$ cat config.mk
export PLATFORM = sky130hd
export DESIGN_NAME = dmem_hold_arbiter
export DESIGN_NICKNAME = d
export VERILOG_FILES = /design/src/rtl/dmem_hold_arbiter.sv
export SDC_FILE = /design/constraint.sdc
export NUM_CORES = 1
export LEC_CHECK = 0
export ABC_AREA = 0
export BUFFER_PORTS_ARGS = -buffer_cell sky130_fd_sc_hd__buf_2
export CAP_MARGIN = 20
export CORE_AREA = 3 3 103 105
export CTS_CLUSTER_SIZE = 14
export DETAILED_ROUTE_END_ITERATION = 12
export DIE_AREA = 0 0 106 108
export PLACE_DENSITY_LB_ADDON = 0.3
export RECOVER_POWER = 50
export SLEW_MARGIN = 10
export SYNTH_ARGS = -nofsm -noshare
export SYNTH_HDL_FRONTEND = slang
export SYNTH_SLANG_ARGS = --single-unit
$ cat constraint.sdc
create_clock -name clk -period 1.5 [get_ports clk]
set_input_delay 0.15 -clock clk [delete_from_list [all_inputs] [get_ports clk]]
set_output_delay 0.15 -clock clk [all_outputs]
set_load 0.01 [all_outputs]
$ cat src/rtl/dmem_hold_arbiter.sv
// -----------------------------------------------------------------------------
// dmem_hold_arbiter
// Shares the single data-memory port between the CPU and two DMA masters that
// request the bus with a HOLD/HOLD_ACK handshake. The CPU is the default owner;
// a granted master keeps the port until it drops its hold bit. A one-cycle
// RELEASE state after every tenure leaves the CPU at least two bus cycles
// (RELEASE + IDLE) between consecutive DMA tenures.
//
// Optional feature macro: DMEM_ARB_BURST_LIMIT_EN
//   When defined, an 8-bit burst counter caps each tenure at MAX_BURST granted
//   cycles, after which the master must re-arbitrate from IDLE. When undefined
//   there is no counter and a grant lasts until hold drops.
// -----------------------------------------------------------------------------
module dmem_hold_arbiter #(
  parameter int unsigned MAX_BURST = 16
) (
  input  logic        clk,
  input  logic        rst,
  input  logic        cpu_we,
  input  logic [31:0] cpu_addr,
  input  logic [31:0] cpu_wd,
  input  logic [1:0]  hold,
  input  logic        dma0_we,
  input  logic [31:0] dma0_addr,
  input  logic [31:0] dma0_wd,
  input  logic        dma1_we,
  input  logic [31:0] dma1_addr,
  input  logic [31:0] dma1_wd,
  output logic [1:0]  hold_ack,
  output logic        cpu_stall,
  output logic [1:0]  owner,
  output logic        dmem_we,
  output logic [31:0] dmem_addr,
  output logic [31:0] dmem_wd
);

  // Encoding is chosen so the grant states line up with owner/hold_ack.
  typedef enum logic [1:0] {
    IDLE    = 2'b00,
    GRANT0  = 2'b01,
    GRANT1  = 2'b10,
    RELEASE = 2'b11
  } state_e;

  state_e state_q, state_d;

  // Round-robin pointer: 0 favours master 0, 1 favours master 1 on a tie.
  logic   rrPtr_q, rrPtr_d;

  // Asserted in the last permitted cycle of a tenure (never without the limit).
  logic   burstDone;

`ifdef DMEM_ARB_BURST_LIMIT_EN
  logic [7:0] burstCnt_q, burstCnt_d;

  // The counter reads 0 in the first granted cycle, so MAX_BURST-1 marks the
  // final one; the edge that leaves GRANT is the edge it would reach MAX_BURST.
  assign burstDone = (burstCnt_q == 8'(MAX_BURST - 1));

  // Burst counter next value: clear when a grant starts, count while granted.
  always_comb begin
    burstCnt_d = burstCnt_q;
    if ((state_q == IDLE) && ((state_d == GRANT0) || (state_d == GRANT1))) begin
      burstCnt_d = 8'd0;
    end else if ((state_q == GRANT0) || (state_q == GRANT1)) begin
      burstCnt_d = burstCnt_q + 8'd1;
    end
  end

  // Burst counter register, cleared by reset so a fresh tenure starts at zero.
  always_ff @(posedge clk or negedge rst) begin
    if (!rst) begin
      burstCnt_q <= 8'd0;
    end else begin
      burstCnt_q <= burstCnt_d;
    end
  end
`else
  assign burstDone = 1'b0;
`endif

  // State and pointer registers; reset returns the bus to the CPU at once.
  always_ff @(posedge clk or negedge rst) begin
    if (!rst) begin
      state_q <= IDLE;
      rrPtr_q <= 1'b0;
    end else begin
      state_q <= state_d;
      rrPtr_q <= rrPtr_d;
    end
  end

  // Next-state logic: sample hold in IDLE, end a tenure when hold drops or the
  // burst limit is hit, and point the round-robin at the other master on exit.
  always_comb begin
    state_d = state_q;
    rrPtr_d = rrPtr_q;
    case (state_q)
      IDLE: begin
        if (hold[0] && hold[1]) begin
          state_d = rrPtr_q ? GRANT1 : GRANT0;
        end else if (hold[0]) begin
          state_d = GRANT0;
        end else if (hold[1]) begin
          state_d = GRANT1;
        end
      end
      GRANT0: begin
        if (!hold[0] || burstDone) begin
          state_d = RELEASE;
          rrPtr_d = 1'b1;
        end
      end
      GRANT1: begin
        if (!hold[1] || burstDone) begin
          state_d = RELEASE;
          rrPtr_d = 1'b0;
        end
      end
      RELEASE: begin
        state_d = IDLE;
      end
      default: begin
        state_d = IDLE;
      end
    endcase
  end

  // Handshake outputs decoded purely from the registered state, so hold has no
  // combinational path to hold_ack, cpu_stall or owner.
  always_comb begin
    hold_ack  = 2'b00;
    cpu_stall = 1'b0;
    owner     = 2'b00;
    case (state_q)
      GRANT0: begin
        hold_ack  = 2'b01;
        cpu_stall = 1'b1;
        owner     = 2'b01;
      end
      GRANT1: begin
        hold_ack  = 2'b10;
        cpu_stall = 1'b1;
        owner     = 2'b10;
      end
      default: begin
        hold_ack  = 2'b00;
        cpu_stall = 1'b0;
        owner     = 2'b00;
      end
    endcase
  end

  // Memory port mux. A master's write is gated by its own hold bit so nothing
  // is written in the cycle it lets go of the bus; the idle master is ignored.
  always_comb begin
    dmem_we   = cpu_we;
    dmem_addr = cpu_addr;
    dmem_wd   = cpu_wd;
    case (state_q)
      GRANT0: begin
        dmem_we   = dma0_we & hold[0];
        dmem_addr = dma0_addr;
        dmem_wd   = dma0_wd;
      end
      GRANT1: begin
        dmem_we   = dma1_we & hold[1];
        dmem_addr = dma1_addr;
        dmem_wd   = dma1_wd;
      end
      default: begin
        dmem_we   = cpu_we;
        dmem_addr = cpu_addr;
        dmem_wd   = cpu_wd;
      end
    endcase
  end

endmodule
==> summary.log <==
[layout] post-route cell area 4880 um^2
[routing] total vias in the final route 3187
[routing] Routed Antenna Nets 0
[worst_setup_path] Critical-path top delay cell sky130_fd_sc_hd__dfrtp_2
[worst_setup_path] crit path launch state_q[0]
[pwr] Net Sw Frac 0.475
[layout] Area growth, synth to finish 233%
[worst_setup_path] number of cells traversed by the worst register-to-register path 7
[pwr] PwrDens 3390 nW/um^2
[clock_network] CTS tree built
[routing] average wire per cell in the routed design 16.8 um
[place] weighted congestion reported at the end of routability-driven placement 0.783
[worst_setup_path] worst stage delay on the critical path 0.42 ns
[logic_synthesis] library cell with the highest instance count after synthesis sky130_fd_sc_hd__nor2_1
[worst_setup_path] arrival time of data at the critical path endpoint 1.66 ns
[global_route] total routing resource utilization after global routing 0.171
[routing] uppermost layer routed met4
[logic_synthesis] Cell Area, Synth 1470 um^2
[worst_setup_path] endpoint kind of the worst setup timing path output pin
[global_route] antenna violations before repair 1
[pwr] reported net switching power 7.86 mW
[logic_synthesis] post-synth top area share 0.328
[pwr] portion of total power attributed to combinational logic 0.974
[logic_synthesis] number of enable-type register cells in the synthesized netlist 0
[worst_setup_path] capture instance of the worst register-to-register path state_q[1]
[worst_setup_path] startpoint of the worst-slack reg-to-reg timing path state_q[0]
[pwr] Cell Int Power 8.69 mW
[global_route] vias in the first global route 3369
[floorplanning] Total Die Area 11400 um^2
[pwr] Clk network pwr share 0.015
[job] max cap viols 0
[routing] drt via density 4.64
[global_route] total gr overflow 0
[logic_synthesis] number of warnings reported in the yosys synthesis log 0
[layout] Seq. cell area 77.6 um^2
[place] pre-CTS worst setup slack -0.142 ns
[routing] drt total wl 11.6 mm
[clock_network] clock net sink count 3
[clock_network] CTS Root Buffer Type sky130_fd_sc_hd__clkbuf_8
[logic_synthesis] fraction of registers with async set/reset 1.00
[status] result of the run complete, but fails checks
[sta] slew at the pin closest to its max-slew limit 0.236 ns
[sta] final setup violation count 70
[logic_synthesis] flip-flop and latch count after synthesis 3
[routing] DRC viols 0
[worst_setup_path] type of element launching the critical path register
[logic_synthesis] most used flip-flop cell after synthesis sky130_fd_sc_hd__dfrtp_1
[sta] final number of max-transition violations 0
[clock_network] TritonCTS Buffers 3
[sta] maximum clock skew at final layout 0.00482 ns
[logic_synthesis] Avg Cell Area, Syn 5.81 um^2
[pwr] worst supply voltage drop on vdd 1640 uV
[sta] Rel. slew slack 0.843
[routing] number of detailed-route iterations in the first pass 4
[sta] clock period minus worst slack 1.81 ns
[sta] maximum clock rate 0.553 GHz
[place] total half-perimeter wirelength after legalization and detailed placement 7.41 mm
[sta] setup slack after layout -0.308 ns
[worst_setup_path] Required @ worst endpoint 1.35 ns
[logic_synthesis] top area cells in the synthesized netlist sky130_fd_sc_hd__a22oi_1 (33%), sky130_fd_sc_hd__a21oi_1 (22%), sky130_fd_sc_hd__nor2_1 (17%)
[sta] setup repair after global routing missed its margin yes
[worst_setup_path] crit path cell chain inv_4 -> ha_4 -> buf_12 -> clkbuf_16 -> buf_6 -> a21oi_2 -> buf_2
[logic_synthesis] cell taking the most area after synthesis sky130_fd_sc_hd__a22oi_1
[clock_network] Clk Latency, worst-skew pair 0.22 ns
[place] count of port buffers added during placement 268
[place] placed cell areas 3500 um^2
[worst_setup_path] largest fanout on the critical path 6
[layout] fillcell total 933
[floorplanning] number of placement rows 36
[global_route] maximum number of pins on one net before global-route repair 33
[clock_network] maximum number of buffers from clock root to sink 2
[pwr] power share of the sequential group 0.011
[routing] WL met2 6.47 mm
[floorplanning] Starting Density 0.151
[logic_synthesis] most frequent cells after synthesis sky130_fd_sc_hd__nor2_1 (67), sky130_fd_sc_hd__a21oi_1 (64), sky130_fd_sc_hd__a22oi_1 (64), sky130_fd_sc_hd__buf_2 (19), sky130_fd_sc_hd__clkbuf_1 (7)
[routing] routed metal-1 wirelength 4.19 mm
[layout] number of nets in the final layout 759
[logic_synthesis] share of the yosys chip area belonging to registers 0.0512
[sta] final-report hold violation count 0
[sta] Tcrit/Tclk final 1.21
[floorplanning] io pins 269
[logic_synthesis] post-synth net total 457
[worst_setup_path] setup slack of the worst register-to-register path -0.26 ns
[clock_network] maximum level of the CTS H-tree 1
[pwr] Static Leak 2.13 nW
[routing] detailed-routed wire length on met3 767 um
[layout] proportion of layout cells with a drive suffix above 1 0.919
[layout] multi-input combinational cell area 2200 um^2
[sta] total negative slack -16.49 ns
[worst_setup_path] type of the setup path with the least slack register to output pin
[floorplanning] horizontal extent of the die 106 um
[logic_synthesis] post-synthesis cell type count 21
[routing] DRT iter0 DRCs 85
[floorplanning] core region area 9730 um^2
[floorplanning] vertical die dimension 108 um
[global_route] global-route wire length before repair 16.0 mm
[logic_synthesis] number of standard cells after synthesis 252
[status] failing checks setup timing
[clock_network] Worst-path clk slew 0.04 ns
[worst_hold_path] Hold Crit Class input pin to asynchronous set/reset pin
-- cells in the final DEF, fill, tap and decap left out, types with 2 or more instances in the layout --
cell,n
sky130_fd_sc_hd__ha_4,5
sky130_fd_sc_hd__a21oi_2,51
sky130_fd_sc_hd__nor2_1,20
sky130_fd_sc_hd__a21oi_4,13
sky130_fd_sc_hd__a22oi_1,12
sky130_fd_sc_hd__clkbuf_8,3
sky130_fd_sc_hd__buf_4,17
sky130_fd_sc_hd__clkbuf_16,6
sky130_fd_sc_hd__dfrtp_2,2
sky130_fd_sc_hd__buf_16,9
sky130_fd_sc_hd__nand3_1,2
sky130_fd_sc_hd__buf_12,11
sky130_fd_sc_hd__buf_2,253
sky130_fd_sc_hd__nor2_2,13
sky130_fd_sc_hd__buf_6,30
sky130_fd_sc_hd__a22oi_2,52
sky130_fd_sc_hd__nor2_4,34
sky130_fd_sc_hd__clkbuf_1,2
sky130_fd_sc_hd__inv_4,2
sky130_fd_sc_hd__a31oi_1,2
-- metrics by stage --
step,hold WS (ns),utilization,std cells,power [mW]
final,0.288,0.502,687,16.5
after detailed placement,-0.0461,0.359,647,10.6
after floorplan,-0.146,-,252,7.10
after global placement,-0.0491,0.359,647,10.5
after global routing,0.316,0.502,687,17.6
after CTS,0.274,0.469,678,15.5
-- sequential cells by signal, summed over array words and instances, names as in the netlist --
name     cells
rrPtr_q      1
state_q      2
-- logic make-up after synthesis --
kind of cell | Yosys count | share of synthesized area
buf+inv | 34 | 0.108
compound gates | 135 | 0.582
mux | 2 | 0.0171
flops | 3 | 0.0512
simple gates | 72 | 0.190
fa+ha+maj | 6 | 0.0512
-- worst max-delay path by stage --
stage / end / slack, ns / cells past startpoint
after CTS: dmem_addr[3] / -0.33 / 8
after global routing: dmem_addr[20] / -0.36 / 7
after global placement: dmem_wd[18] / -0.12 / 6
after floorplan: state_q[1] / -0.02 / 5
final: dmem_wd[1] / -0.31 / 7
after detailed placement: dmem_addr[4] / -0.14 / 6
-- what timing repair did --
action	4_1_cts	5_1_grt
endpoints found under the setup margin	69	70
hold buffers	1	0
resized for setup	142	46
buffers inserted	15	3
pin swaps	42	29
cloned	11	9
hold endpoints to repair	3	0
-- per-layer routing --
| layer | GRT usage | vias up |
|---|---|---|
| li1 | - | 1544 |
| met1 | 0.170 | 1486 |
| met2 | 0.369 | 145 |
| met3 | 0.0293 | 12 |
| met4 | 0.0278 | 0 |
| met5 | 0 | - |
-- area by class of cell --
| cell class | count | area share |
|---|---|---|
| repair buffers | 329 | 0.487 |
| multi-input cells | 215 | 0.450 |
| well taps | 133 | 0.0341 |
| flip-flops and latches | 3 | 0.0159 |
| clock buffers | 4 | 0.00923 |
| inverters | 2 | 0.00256 |
| diodes | 1 | 0.000513 |
-- worst max-delay path, delay by kind of cell (launching register included) --
kind	cells	cell delay, ns
adders and majority gates	1	0.24
DFF	1	0.42
buffers and inverters	5	0.68
AOI/OAI and AO/OA	1	0.10
-- power by group through the flow --
stage | clock network [mW] | registers (mW) | logic, mW
3_3_place_gp | 0 | 0.169 | 10.3
4_1_cts | 0.250 | 0.178 | 15.0
6_report | 0.246 | 0.181 | 16.1
3_5_place_dp | 0 | 0.172 | 10.4
2_1_floorplan | 0 | 0.160 | 6.94
5_1_grt | 0.260 | 0.187 | 17.1
Power figures use the tool's default switching activity.
